## src/rtl/pc_sequencer_if.sv

```systemverilog
// Data-memory handshake between the program sequencer and the data memory.
// The sequencer raises mem_req (with mem_we for stores) and the memory
// answers with mem_ready in the cycle it completes the access.
interface pc_sequencer_if;
   logic mem_req;
   logic mem_we;
   logic mem_ready;

   modport master (
      output mem_req,
      output mem_we,
      input  mem_ready
   );

   modport slave (
      input  mem_req,
      input  mem_we,
      output mem_ready
   );
endinterface

```

## src/rtl/pc_sequencer.sv

```systemverilog
// Program counter and execution controller for the combinational ROM/decoder.
// Steps the PC one instruction per cycle, resolves jumps/branches, stalls on
// data-memory accesses, times out stuck accesses and stops on HALT while
// counting retired instructions.
module pc_sequencer #(
   parameter int PC_W     = 16,
   parameter int CNT_W    = 16,
   parameter int MAX_WAIT = 8
) (
   input  logic              clk,
   input  logic              rst_n,
   input  logic              start,
   input  logic [PC_W-1:0]   start_addr,
   input  logic [3:0]        opcode,
   input  logic [PC_W-1:0]   jmp_loc,
   input  logic              branch_taken,
   pc_sequencer_if.master    mem,
   output logic [PC_W-1:0]   pc,
   output logic              busy,
   output logic              halted,
   output logic              done,
   output logic              err,
   output logic              reg_wen,
   output logic [CNT_W-1:0]  instr_count
);

   localparam int WAIT_W = $clog2(MAX_WAIT + 1);
   localparam logic [WAIT_W-1:0] WAIT_LIMIT = WAIT_W'(MAX_WAIT);

   localparam logic [3:0] OP_LB   = 4'h0;
   localparam logic [3:0] OP_LHB  = 4'h1;
   localparam logic [3:0] OP_JMP  = 4'h2;
   localparam logic [3:0] OP_STR  = 4'h3;
   localparam logic [3:0] OP_LIM  = 4'h4;
   localparam logic [3:0] OP_MVB  = 4'h5;
   localparam logic [3:0] OP_MVF  = 4'h6;
   localparam logic [3:0] OP_ADD  = 4'h7;
   localparam logic [3:0] OP_SUB  = 4'h8;
   localparam logic [3:0] OP_SFT  = 4'h9;
   localparam logic [3:0] OP_BNE  = 4'hA;
   localparam logic [3:0] OP_BEQ  = 4'hB;
   localparam logic [3:0] OP_BLT  = 4'hC;
   localparam logic [3:0] OP_INC  = 4'hD;
   localparam logic [3:0] OP_HALT = 4'hE;
   localparam logic [3:0] OP_BLS  = 4'hF;

   typedef enum logic [1:0] {
      S_IDLE     = 2'd0,
      S_RUN      = 2'd1,
      S_MEM_WAIT = 2'd2,
      S_HALTED   = 2'd3
   } state_t;

   state_t            state_q, state_d;
   logic [PC_W-1:0]   pc_q, pc_d;
   logic [CNT_W-1:0]  count_q, count_d;
   logic [WAIT_W-1:0] wait_q, wait_d;
   logic              err_q, err_d;
   logic              done_q, done_d;

   logic              mem_req_c;
   logic              mem_we_c;
   logic              reg_wen_c;
   logic              retire;
   logic [PC_W-1:0]   pc_inc;

   // Next-state, PC/counter update and combinational handshake outputs
   always_comb begin
      state_d   = state_q;
      pc_d      = pc_q;
      count_d   = count_q;
      wait_d    = wait_q;
      err_d     = err_q;
      mem_req_c = 1'b0;
      mem_we_c  = 1'b0;
      reg_wen_c = 1'b0;
      retire    = 1'b0;
      pc_inc    = pc_q + PC_W'(1);

      case (state_q)
         S_IDLE, S_HALTED: begin
            if (start) begin
               pc_d    = start_addr;
               err_d   = 1'b0;
               wait_d  = '0;
               state_d = S_RUN;
            end
         end
         S_RUN: begin
            case (opcode)
               OP_JMP: begin
                  pc_d   = jmp_loc;
                  retire = 1'b1;
               end
               OP_BNE, OP_BEQ, OP_BLT, OP_BLS: begin
                  pc_d   = branch_taken ? jmp_loc : pc_inc;
                  retire = 1'b1;
               end
               OP_HALT: begin
                  state_d = S_HALTED;
                  retire  = 1'b1;
               end
               OP_LB, OP_LHB, OP_STR: begin
                  mem_req_c = 1'b1;
                  mem_we_c  = (opcode == OP_STR);
                  if (mem.mem_ready) begin
                     pc_d      = pc_inc;
                     retire    = 1'b1;
                     reg_wen_c = (opcode != OP_STR);
                  end else begin
                     state_d = S_MEM_WAIT;
                     wait_d  = WAIT_W'(1);
                  end
               end
               OP_LIM, OP_MVB, OP_MVF, OP_ADD, OP_SUB, OP_SFT, OP_INC: begin
                  pc_d      = pc_inc;
                  retire    = 1'b1;
                  reg_wen_c = 1'b1;
               end
               default: begin
                  pc_d   = pc_inc;
                  retire = 1'b1;
               end
            endcase
         end
         S_MEM_WAIT: begin
            mem_req_c = 1'b1;
            mem_we_c  = (opcode == OP_STR);
            if (mem.mem_ready) begin
               pc_d      = pc_inc;
               retire    = 1'b1;
               reg_wen_c = (opcode != OP_STR);
               state_d   = S_RUN;
            end else if (wait_q == WAIT_LIMIT) begin
               err_d   = 1'b1;
               state_d = S_HALTED;
            end else begin
               wait_d = wait_q + WAIT_W'(1);
            end
         end
         default: state_d = S_IDLE;
      endcase

      if ((state_q == S_IDLE || state_q == S_HALTED) && start) begin
         count_d = '0;
      end else if (retire && (count_q != {CNT_W{1'b1}})) begin
         count_d = count_q + CNT_W'(1);
      end

      done_d = (state_d == S_HALTED) && (state_q != S_HALTED);
   end

   // State and datapath registers with asynchronous clear
   always_ff @(posedge clk or negedge rst_n) begin
      if (!rst_n) begin
         state_q <= S_IDLE;
         pc_q    <= '0;
         count_q <= '0;
         wait_q  <= '0;
         err_q   <= 1'b0;
         done_q  <= 1'b0;
      end else begin
         state_q <= state_d;
         pc_q    <= pc_d;
         count_q <= count_d;
         wait_q  <= wait_d;
         err_q   <= err_d;
         done_q  <= done_d;
      end
   end

   assign mem.mem_req = mem_req_c;
   assign mem.mem_we  = mem_we_c;
   assign reg_wen     = reg_wen_c;
   assign pc          = pc_q;
   assign busy        = (state_q == S_RUN) || (state_q == S_MEM_WAIT);
   assign halted      = (state_q == S_HALTED);
   assign done        = done_q;
   assign err         = err_q;
   assign instr_count = count_q;

endmodule

```

## src/flat_wrapper.sv

```systemverilog
// flat-port wrapper written by rule: the top's interface ports become plain ports
module pc_sequencer_flat 
#(
   parameter int PC_W     = 16,
   parameter int CNT_W    = 16,
   parameter int MAX_WAIT = 8
)
  (clk, rst_n, start, start_addr, opcode, jmp_loc, branch_taken, pc, busy, halted, done, err, reg_wen, instr_count, mem_mem_req, mem_mem_we, mem_mem_ready);
  pc_sequencer_if mem_i ();
  input  logic clk;
  input  logic rst_n;
  input  logic start;
  input  logic [PC_W-1:0] start_addr;
  input  logic [3:0] opcode;
  input  logic [PC_W-1:0] jmp_loc;
  input  logic branch_taken;
  output logic [PC_W-1:0] pc;
  output logic busy;
  output logic halted;
  output logic done;
  output logic err;
  output logic reg_wen;
  output logic [CNT_W-1:0] instr_count;
  output wire logic [$bits(mem_i.mem_req)-1:0] mem_mem_req;
  output wire logic [$bits(mem_i.mem_we)-1:0] mem_mem_we;
  input wire logic [$bits(mem_i.mem_ready)-1:0] mem_mem_ready;
  assign mem_mem_req = mem_i.mem_req;
  assign mem_mem_we = mem_i.mem_we;
  assign mem_i.mem_ready = mem_mem_ready;
  pc_sequencer #(.PC_W(PC_W), .CNT_W(CNT_W), .MAX_WAIT(MAX_WAIT)) u_core (.clk(clk), .rst_n(rst_n), .start(start), .start_addr(start_addr), .opcode(opcode), .jmp_loc(jmp_loc), .branch_taken(branch_taken), .mem(mem_i), .pc(pc), .busy(busy), .halted(halted), .done(done), .err(err), .reg_wen(reg_wen), .instr_count(instr_count));
endmodule
```

## config.mk

```make
export PLATFORM = sky130hd
export DESIGN_NAME = pc_sequencer_flat
export DESIGN_NICKNAME = d
export VERILOG_FILES = /design/src/rtl/pc_sequencer_if.sv /design/src/rtl/pc_sequencer.sv /design/src/flat_wrapper.sv
export SDC_FILE = /design/constraint.sdc
export NUM_CORES = 1
export LEC_CHECK = 0
export CAP_MARGIN = 20
export CORE_MARGIN = 3
export CORE_UTILIZATION = 45
export DETAILED_ROUTE_END_ITERATION = 7
export GPL_TIMING_DRIVEN = 0
export PLACE_DENSITY = 0.74
export SYNTH_ARGS = -nofsm -noshare
export SYNTH_HDL_FRONTEND = slang
export SYNTH_SLANG_ARGS = --single-unit
```

## constraint.sdc

```tcl
create_clock -name clk -period 2.76 [get_ports clk]
set_clock_uncertainty 0.15 [all_clocks]
set_input_delay 0.276 -clock clk [delete_from_list [all_inputs] [get_ports clk]]
set_output_delay 0.276 -clock clk [all_outputs]
set_load 0.02 [all_outputs]
```

==> metrics.cfg, run 1 <==
[timing]
slew_viol_final=0
rsz0062_at_grt=no
fmax_ghz=0.379
setup_violations=0
max_slew_margin_pct=60.0
tightest_slew_ps=600
worst_slack_ps=124
hold_viol=0
tns_ps=0
finalCriticalPeriod_ps=2640
post-route-period-util_pct=95.5

[synth]
yosysUniqueCellTypes=61
ys.flop_type=dfrtp_1
synth_nets=446
ys_async_sr_fraction_pct=100
syn_area_per_cell_sq_um=7.90
syn_area_sq_um=3150
synthCells=398
synth_seq_cells=40
yosys_warnings=0
synth_edf_count=0
synth-seq-area-share_pct=31.8

[detailed_routing]
wirelength_mm=10.4
wl_per_cell_microns=18.1
drt_iter0_drc=290
postRouteAntennaNets=0
num_vias=3647
drcViolationCount=0
drt_pass1_iterations=5
vias_per_cell=6.33

[worst_setup_path]
r2r_cells=8
cp-end-kind=primary output
cp_cell_sequence=inv_1 > ha_1 > clkbuf_2 > buf_2 > nand2_1 > a21oi_1 > dlygate4sd2_1
endpoint=mem_mem_we
rrSetupSlack_ps=140
required_ps=2330
reg2reg_to=u_core.instr_count[15]$_DFFE_PN0P_
critPathSlowestCell=dfrtp_1
crit_fanout=10
startpoint_type=flip-flop
arrival_ps=2210
r2r-start=u_core.instr_count[0]$_DFFE_PN0P_
cpPeakStageDelay_ps=440
crit_start=u_core.state_q[1]$_DFF_PN0_
critical_path_class=flip-flop to primary output

[cells_and_area]
drive_gt1_share_pct=6.63
fin_cells=576
diodes=0
areaGrowthSynthToFinish_pct=34.1
nets=531
final_util_pct=64.2
stdcell_area_sq_um=4220

[place]
hpwl_mm=7.71
pre_cts_ws_ps=-414
placed_area_sq_um=4070
place_congestion=0.936
dp.cells=570
io_buffers=78

[run_status]
status=finished clean

[floorplan]
placementRows=29
die_h_microns=89.6
start_util_pct=47.9
fp.coreArea_sq_um=6570
die_area_sq_um=8030
ioPinCount=80
die_w_microns=89.6

[global_routing]
grt_pass1_vias=3402
track_usage_pct=26.8
antenna_found_initial=0
top_usage_layer=met1
grt_max_degree=23
met1_usage_pct=39.7
grt_remaining_overflow=0
met3_usage_pct=3.74
grt_pass1_wl_mm=16.8
grtUsageMet2_pct=39.7

[clock_network]
cts_buffers=5
cts_tree=yes
post_cts_buffers=0
clockBufferDepth=2
path_clk_slew_ps=80
htree_num_levels=2
cts_root_buf=clkbuf_8
clock-sinks=40
clock_latency_ps=300

[power]
vdd.ir_drop.worst_v=0.000647
p_leak_nw=1.58
power_density_nw_per_um2=1010

[worst_hold_path]
holdCritPathClass=primary input to asynchronous set/reset pin

[flow_run]
maxCapViolCount=0

[cell type report]
cell class | instances | area (sq um)
clock buffer | 5 | 68.8
inverter | 15 | 56.3
buffer | 25 | 116
tap | 93 | 116
clock inverter | 2 | 60.1
timing repair buffer | 80 | 810
sequential | 40 | 1000
multi-input combinational | 316 | 1990
fill | 588 | 2350
[where the power goes]
group,leakage (nW),internal (W),total [W],switching [W]
Clock,0.0642,0.000356,0.000578,0.000222
Combinational,0.993,0.00106,0.00271,0.00165
Sequential,0.525,0.000762,0.000985,0.000223
[worst max-delay path, delay by kind of cell, from the launching register on]
kind	cells	cell delay (ps)
adder cells (fa/ha/maj)	1	180
AND/OR/NAND/NOR	1	140
flip-flops	1	440
buffers and inverters	4	980
AO/OA/AOI/OAI	1	170
[layout by cell type (no fill, tap or decap), types with 4 or more instances in the layout]
| master | instances |
|---|---|
| nor2b_1 | 5 |
| o31ai_1 | 8 |
| nand2_1 | 32 |
| dfrtp_1 | 40 |
| a21oi_1 | 29 |
| clkdlybuf4s50_1 | 74 |
| a22oi_1 | 4 |
| nand3_1 | 26 |
| o22ai_1 | 8 |
| a221oi_1 | 10 |
| a22o_1 | 4 |
| nand4_1 | 13 |
| clkbuf_2 | 5 |
| xnor2_1 | 11 |
| and2_1 | 5 |
| or4_1 | 5 |
| nor2_1 | 21 |
| ha_1 | 6 |
| clkbuf_1 | 13 |
| inv_1 | 14 |
| o21ai_0 | 34 |
| a31oi_1 | 4 |
| nor3_1 | 9 |
| buf_2 | 5 |
| clkbuf_8 | 5 |
| o211ai_1 | 7 |
| and3_1 | 8 |
| nor4_1 | 6 |
| or3_1 | 5 |
| xor2_1 | 5 |
[sequential cells by signal, summed over array words and instances (netlist names)]
name / flops
u_core.state_q: 2
u_core.done: 1
u_core.pc: 16
u_core.wait_q: 4
u_core.err: 1
u_core.instr_count: 16
[worst min-delay path by stage]
| stage | slack (ps) | cells after the start | to |
|---|---|---|---|
| 6_report | 320 | 2 | u_core.instr_count[10]$_DFFE_PN0P_ |
| 5_1_grt | 360 | 2 | u_core.instr_count[10]$_DFFE_PN0P_ |
| 4_1_cts | 330 | 2 | u_core.instr_count[10]$_DFFE_PN0P_ |
| 3_5_place_dp | 130 | 1 | u_core.instr_count[10]$_DFFE_PN0P_ |
| 3_3_place_gp | 340 | 1 | u_core.instr_count[6]$_DFFE_PN0P_ |
| 2_1_floorplan | -170 | 0 | u_core.done$_DFF_PN0_ |
[what timing repair did]
action	CTS	global route
setup endpoints to repair	12	8
hold endpoints to repair	18	0
hold buffers	1	0
resized for setup	10	6
pin swaps	0	0
[cells by family after synthesis]
family	synth area share (%)
multiplexers	1.03
AND/OR/NAND/NOR	25.9
XOR/XNOR	4.45
adder cells (fa/ha/maj)	3.10
buffers and inverters	5.41
AO/OA/AOI/OAI	28.2
flip-flops	31.8
[synth_stat cells (3+ instances only)]
library cell  instances  share of area (%)
o211ai_1              7                1.7
xnor2_1              11                3.1
nand2b_1              3               0.60
nor2b_1               5               0.99
a221oi_1             10                2.8
a22o_1                4                1.1
or3_1                 5               0.99
o22ai_1               8                1.6
and3_1                8                1.6
or4_1                 5                1.2
nor2_1               21                2.5
nor4_1                6                1.2
o31ai_1               8                1.9
nand3_1              26                4.1
and2_1                5               0.99
a21oi_1              30                4.8
clkbuf_1             21                2.5
dfrtp_1              40                 32
a31oi_1               4               0.80
buf_2                 3               0.48
o21ai_0              34                5.4
nor3_1                9                1.4
a211oi_1              3               0.72
and4_1                3               0.84
nand2_1              32                3.8
or2_2                 3               0.60
inv_1                14                1.7
a22oi_1               4               0.95
ha_1                  7                2.8
nand4_1              13                2.6
xor2_1                5                1.4
a31o_2                3               0.84
[per-layer routing]
metal | wire length [microns] | share of wire (%)
met5 | 0 | 0
met3 | 828 | 7.9
met4 | 189 | 1.8
met2 | 4640 | 44
met1 | 4780 | 46
[through the flow]
step | power, W | hold slack (ps)
6_report | 0.00427 | 317
5_1_grt | 0.00458 | 364
4_1_cts | 0.00420 | 331
3_5_place_dp | 0.00361 | 127
3_3_place_gp | 0.00356 | 343
2_1_floorplan | 0.00265 | -170
Note: power is estimated with default switching activity, not from simulation.
==> run 2, diff against run 1 <==
==> constraint.sdc (replaced) <==
create_clock -name clk -period 2.76 [get_ports clk]
set_clock_uncertainty 0.15 [all_clocks]
set_input_delay 0.414 -clock clk [delete_from_list [all_inputs] [get_ports clk]]
set_output_delay 0.414 -clock clk [all_outputs]
set_load 0.02 [all_outputs]
==> metrics.cfg, run 2 (synthesis results as in run 1) <==
[clock_network]
clock-sinks=40
clockBufferDepth=2
htree_num_levels=2
cts_tree=yes
clock_latency_ps=300
cts_buffers=5
path_clk_slew_ps=80
cts_root_buf=clkbuf_8

[worst_setup_path]
critical_path_class=flip-flop to flip-flop
arrival_ps=2720
critPathSlowestCell=ha_1
required_ps=2790
cpPeakStageDelay_ps=450
cp_cell_sequence=inv_1 > ha_1 > o21ai_0 > a221o_1 > buf_2 > clkbuf_1 > o31ai_1 > a21oi_1
startpoint_type=flip-flop
crit_fanout=11
cp-end-kind=flip-flop

[floorplan]
die_w_microns=89.6
die_h_microns=89.6
placementRows=29
die_area_sq_um=8030
ioPinCount=80
fp.coreArea_sq_um=6570
start_util_pct=47.9

[global_routing]
grt_max_degree=23
grt_pass1_vias=3407
track_usage_pct=26.8
grt_pass1_wl_mm=16.8
grt_remaining_overflow=0
antenna_found_initial=0

[place]
hpwl_mm=7.71
place_congestion=0.936
io_buffers=78

[detailed_routing]
num_vias=3652
wirelength_mm=10.5
drcViolationCount=0
drt_iter0_drc=309
vias_per_cell=6.32
postRouteAntennaNets=0
wl_per_cell_microns=18.1
drt_pass1_iterations=5

[cells_and_area]
areaGrowthSynthToFinish_pct=35.4
mostFrequentLayoutCells=clkdlybuf4s50_1, dfrtp_1, o21ai_0
diodes=0
nets=533
layout_commonest_cell=clkdlybuf4s50_1
drive_gt1_share_pct=8.04

[power]
p_leak_nw=1.61
vdd.ir_drop.worst_v=0.000647
power_density_nw_per_um2=1010
p_total_w=0.00430

[timing]
max_slew_margin_pct=62.9
hold_viol=0
finalCriticalPeriod_ps=2690
post-route-period-util_pct=97.4
tightest_slew_ps=554
hold_slack_ps=379
setup_violations=0
slew_viol_final=0
fmax_ghz=0.372

[flow_run]
maxCapViolCount=0

[run_status]
status=finished clean

[worst_hold_path]
holdCritPathClass=flip-flop to flip-flop

[run 2: layer usage]
metal	wire length (microns)	global-route usage (%)	part of all wire (%)
met2	4680	39.6	45
met3	978	3.83	9.4
met5	0	0	0
met1	4640	39.6	44
met4	157	10.0	1.5
[run 2: through the flow]
stage          instances  cell area (sq um)  utilization [%]  setup slack [ps]  TNS, ps
2_1_floorplan        398               3150                -               367        0
3_3_place_gp         569               4040             61.6              -667    -3530
3_5_place_dp         570               4070             61.9              -690    -3310
4_1_cts              576               4220             64.3              8.04        0
5_1_grt              578               4260             64.9             -17.2    -38.0
6_report             578               4260             64.9              71.6        0
[run 2: path summary, 6_finish.rpt]
path                                                           end  slack (ps)  cells after the start                               from
worst max-delay path            u_core.instr_count[15]$_DFFE_PN0P_          70                      8        u_core.state_q[0]$_DFF_PN0_
worst min-delay path             u_core.instr_count[6]$_DFFE_PN0P_         380                      1  u_core.instr_count[6]$_DFFE_PN0P_
worst max register to register  u_core.instr_count[15]$_DFFE_PN0P_          70                      8        u_core.state_q[0]$_DFF_PN0_
worst min register to register   u_core.instr_count[6]$_DFFE_PN0P_         380                      1  u_core.instr_count[6]$_DFFE_PN0P_
max in group asynchronous                u_core.pc[11]$_DFFE_PN0P_        1510                      3                              rst_n
min in group asynchronous       u_core.instr_count[10]$_DFFE_PN0P_         460                      2                              rst_n
[run 2: cell type report]
type	count	area, sq um
Buffer	25	123
Clock buffer	5	68.8
Clock inverter	2	60.1
Fill cell	584	2310
Inverter	15	60.1
Multi-Input combinational cell	316	2000
Sequential cell	40	1000
Tap cell	93	116
Timing Repair Buffer	82	832
[run 2: worst max-delay path: cells and delay by family (launching register included)]
kind                     cells  cell delay, ps
AO/OA/AOI/OAI                4             990
adder cells (fa/ha/maj)      1             450
buffers and inverters        3             540
flip-flops                   1             440
[run 2: what timing repair did]
action	in CTS	in global routing
hold buffers	1	0
resized for setup	15	16
gates cloned	0	0
hold endpoints to repair	18	0
setup endpoints to repair	12	15
setup buffers	0	2
pin swaps	0	1
[run 2: where the power goes]
group          internal [W]  switching (W)  total (W)
combinational       0.00109        0.00165    0.00274
clock              0.000356       0.000222   0.000578
sequential         0.000762       0.000223   0.000985
==> run 3, diff against run 2 <==
- SLEW_MARGIN: default -> 20
==> results of run 3 <==
No change in the layout: final DEF, timing and power equal those of run 2.
